$ cat src/rtl/stopwatch_time_counter.sv
// Stopwatch time base: divides clk to a centisecond tick and keeps SS.cc as four BCD digits.
// Clear has priority over run; pausing keeps the partial prescaler count.
module stopwatch_time_counter #(
    parameter int unsigned TICK_DIV = 1_000_000
) (
    input  logic        clk,
    input  logic        reset,
    input  logic        init_regs,
    input  logic        count_enabled,
    output logic [3:0]  cs_ones,
    output logic [3:0]  cs_tens,
    output logic [3:0]  s_ones,
    output logic [3:0]  s_tens,
    output logic [15:0] time_bcd,
    output logic        tick,
    output logic        wrap
);

    localparam int unsigned PW = (TICK_DIV > 1) ? $clog2(TICK_DIV) : 1;
    localparam logic [PW-1:0] PRESC_LAST = PW'(TICK_DIV - 1);

    logic [PW-1:0] presc_q, presc_d;
    logic [3:0]    digit_q [4];
    logic [3:0]    digit_d [4];
    logic          tick_q, tick_d;
    logic          wrap_q, wrap_d;
    logic          carry;

    always_comb begin
        presc_d = presc_q;
        digit_d = digit_q;
        tick_d  = 1'b0;
        wrap_d  = 1'b0;
        carry   = 1'b0;
        if (init_regs) begin
            presc_d = '0;
            for (int i = 0; i < 4; i++) begin
                digit_d[i] = 4'd0;
            end
        end else if (count_enabled) begin
            if (presc_q == PRESC_LAST) begin
                presc_d = '0;
                tick_d  = 1'b1;
                // Ripple the +1 through the digits; a carry out of the top digit is a wrap.
                carry   = 1'b1;
                for (int i = 0; i < 4; i++) begin
                    if (carry) begin
                        if (digit_q[i] == 4'd9) begin
                            digit_d[i] = 4'd0;
                        end else begin
                            digit_d[i] = digit_q[i] + 4'd1;
                            carry      = 1'b0;
                        end
                    end
                end
                wrap_d = carry;
            end else begin
                presc_d = presc_q + PW'(1);
            end
        end
    end

    always_ff @(posedge clk or negedge reset) begin
        if (!reset) begin
            presc_q <= '0;
            for (int i = 0; i < 4; i++) begin
                digit_q[i] <= 4'd0;
            end
            tick_q <= 1'b0;
            wrap_q <= 1'b0;
        end else begin
            presc_q <= presc_d;
            digit_q <= digit_d;
            tick_q  <= tick_d;
            wrap_q  <= wrap_d;
        end
    end

    assign cs_ones  = digit_q[0];
    assign cs_tens  = digit_q[1];
    assign s_ones   = digit_q[2];
    assign s_tens   = digit_q[3];
    assign time_bcd = {digit_q[3], digit_q[2], digit_q[1], digit_q[0]};
    assign tick     = tick_q;
    assign wrap     = wrap_q;

endmodule

$ cat config.mk
export PLATFORM = sky130hd
export DESIGN_NAME = stopwatch_time_counter
export DESIGN_NICKNAME = d
export VERILOG_FILES = /design/src/rtl/stopwatch_time_counter.sv
export SDC_FILE = /design/constraint.sdc
export NUM_CORES = 1
export LEC_CHECK = 0
export ABC_AREA = 0
export ABC_CLOCK_PERIOD_IN_PS = 4400
export BUFFER_PORTS_ARGS = -buffer_cell sky130_fd_sc_hd__clkbuf_2
export CAP_MARGIN = 20
export CORE_UTILIZATION = 60
export DETAILED_ROUTE_END_ITERATION = 8
export PLACE_DENSITY = 0.9
export SYNTH_ARGS = -nofsm -noshare
export SYNTH_HDL_FRONTEND = slang
export SYNTH_SLANG_ARGS = --single-unit
export TNS_END_PERCENT = 5
$ cat constraint.sdc
create_clock -name clk -period 4.4 [get_ports clk]
set_input_delay 0.44 -clock clk [delete_from_list [all_inputs] [get_ports clk]]
set_output_delay 0.44 -clock clk [all_outputs]
set_load 0.01 [all_outputs]
==> impl_metrics.ini <==
[critical_path]
rrSetupSlack_ps = 1940
slowest_delay_ps = 920
worstSetupPathType = flop to flop
critPathRequiredTime_ps = 4580
crit_fanout = 6
crit_family = simple AND/OR/NAND/NOR gates
crit_arrival_ps = 2640
crit_slowest_cell = nor4_1
cp-start-kind = flop
cp_cell_sequence = ha_1 -> nand4_1 -> nor4_1 -> a31oi_1 -> a21o_1
critPathBufInv = 0
critPathCaptureType = flop

[layout]
fin_nets = 289
num_antenna_cells = 0
drive_gt1_frac = 0.1993
layout_commonest_cell = dfrtp_1
fill_cells = 292
design_area_um2 = 2557
layout_common_cells = 38 x dfrtp_1, 37 x clkbuf_2, 22 x nor2_1
syn_to_final_growth_pct = 8.091

[logic_synthesis]
synth_xor_xnor_area_share = 0.04072
synth_nets = 269
synth_area_per_cell_um2 = 9.242
async_flop_share = 1.000
netlist_area_um2 = 2366
postSynthCellCount = 256
synth_compound_area_frac = 0.1338
synth.area.mux_share = 0.008990
synth_fa_ha_area_frac = 0.04759
ys_types = 49
synth_flop_cell = dfrtp_1
yosysWarningCount = 0
synth-simple-area-share = 0.2776
yosys_register_bits = 38
synth_top_family_by_area = simple AND/OR/NAND/NOR gates
synth_edf_count = 0
synth.yosys.seq_area_share = 0.4019

[timing]
final_hold_viol_count = 0
fin_worst_skew_ps = 8.314
finalSetupTns_ps = 0
grt_setup_unrepaired = false
whs_ps = 280.7
final_max_slew_viol_count = 0
finalWorstSetupSlack_ps = 1944
finalSetupViolCount = 0
fin_crit_sh = 0.5583
period_minus_slack_ps = 2456
fmax_ghz = 0.4071
tightest_slew_ps = 992.9
maxSlewHeadroom = 0.3320

[clock_tree]
cts_setup_buffers = 0
htree_levels = 2
clockBufferDepth = 2
cts_resized = 0
clockRootBuffer = clkbuf_8
cts_sinks = 38
worst_skew_pair.late_latency_ps = 300
numCtsBuffers = 5
clkTransAtPathRegs_ps = 80
hold_buffers = 0
cts_tree = built

[global_routing]
antenna_found_initial = 0
grtUsageMet3 = 0.06338
first_global_vias = 1802
top_usage_layer = met2
grt_pass1_wl_um = 8286
track_usage = 0.2603
gr-total-overflow = 0
grt_start_max_net_pins = 39
met2_usage = 0.4427
met1_usage = 0.3185

[detailed_routing]
wirelength_um = 5076
wl_per_cell_um = 15.67
ant_nets = 0
viasPerCell = 6.127
drc = 0
vias = 1985
drt_first_iter_violations = 202
drt_first_pass_iters = 4

[floorplan]
die_h_um = 64.80
dieWidth_um = 64.80
io_pins = 38
die_area_um2 = 4198
rows = 22
start_util = 0.6367
core_um2 = 3716

[power]
finalPower_w = 0.0006756
irDropWorstVdd_v = 0.0001798
power_density_nw_per_um2 = 264.2
p_leak_nw = 1.070

[place]
portBuffers = 37
dpl_worst_slack_ps = 1995
hpwl_um = 3542
dpl_cell_area_um2 = 2445
routabilityCongestion = 0.8879

[min_path]
hold_path.class = input pin to async pin

[run_status]
status = finished clean

[run]
cap_violations = 0
registers in the layout (all words and copies together) (netlist names):
signal	cells
presc_q	20
cs_ones	4
cs_tens	4
s_ones	4
s_tens	4
tick	1
wrap	1
Yosys cell counts, drive strengths merged (2+ instances only):
| library cell | instances | share of area |
|---|---|---|
| a21o | 2 | 0.0063 |
| a21oi | 17 | 0.036 |
| a31oi | 2 | 0.0053 |
| and3 | 5 | 0.014 |
| and3b | 3 | 0.011 |
| buf | 20 | 0.064 |
| clkbuf | 4 | 0.0063 |
| dfrtp | 38 | 0.40 |
| ha | 9 | 0.048 |
| inv | 12 | 0.019 |
| nand2 | 11 | 0.017 |
| nand2b | 2 | 0.0053 |
| nand3 | 12 | 0.025 |
| nand3b | 3 | 0.0095 |
| nand4 | 9 | 0.024 |
| nor2 | 22 | 0.035 |
| nor2b | 2 | 0.0053 |
| nor3 | 6 | 0.013 |
| nor4 | 9 | 0.024 |
| o211ai | 2 | 0.0063 |
| o21ai | 7 | 0.015 |
| o2bb2ai | 2 | 0.0074 |
| o31ai | 9 | 0.029 |
| o41ai | 2 | 0.0074 |
| or2 | 2 | 0.0053 |
| or3 | 8 | 0.024 |
| or4 | 11 | 0.036 |
| or4b | 4 | 0.019 |
| xnor2 | 9 | 0.033 |
| xor2 | 2 | 0.0074 |
metrics by stage:
| stage | util | std cells |
|---|---|---|
| after floorplan | - | 256 |
| final | 0.6882 | 324 |
| after global placement | 0.6579 | 317 |
| after global routing | 0.6882 | 324 |
| after CTS | 0.6882 | 324 |
| after detailed placement | 0.6579 | 317 |
final cells by class:
class	count	area [um^2]	share of cell area
inverters	12	45.04	0.01761
repair buffers	37	185.2	0.07241
flip-flops and latches	38	950.9	0.3718
well taps	48	60.06	0.02348
clock inverters	1	30.03	0.01174
multi-input cells	182	1204	0.4706
clock buffers	6	82.58	0.03229
kinds of logic (layout without fill, tap and decap cells):
family | after synthesis | count (layout)
compound gates | 48 | 48
xor+xnor | 11 | 11
mux | 2 | 2
fa+ha+maj | 9 | 9
flops | 38 | 38
buf+inv | 36 | 56
simple gates | 112 | 112
layer usage:
layer,routed length [um],vias to the layer above
met4,48,0
met2,2644,59
met1,2165,951
li1,-,967
met3,217,8
met5,0,-
worst reg2reg max path, cell delays in order, from the launching register on:
cell	delay (ps)
dfrtp_1	410
ha_1	200
nand4_1	230
nor4_1	920
a31oi_1	330
a21o_1	250
power breakdown:
part / internal [W] / total (W) / switching, W
Combinational: 0.00000512 / 0.0000220 / 0.0000169
Sequential: 0.000351 / 0.000354 / 0.00000278
Clock: 0.000181 / 0.000299 / 0.000118
final timing paths:
check / start / to / depth (start not counted)
min: reset / s_ones[3] / 1
max: presc_q[0] / s_ones[0] / 5
min in group clk: count_enabled / presc_q[1] / 3
min reg2reg: presc_q[1] / presc_q[1] / 2
max reg2reg: presc_q[0] / s_ones[0] / 5
max in group asynchronous: reset / presc_q[3] / 1
Power figures use the tool's default switching activity.
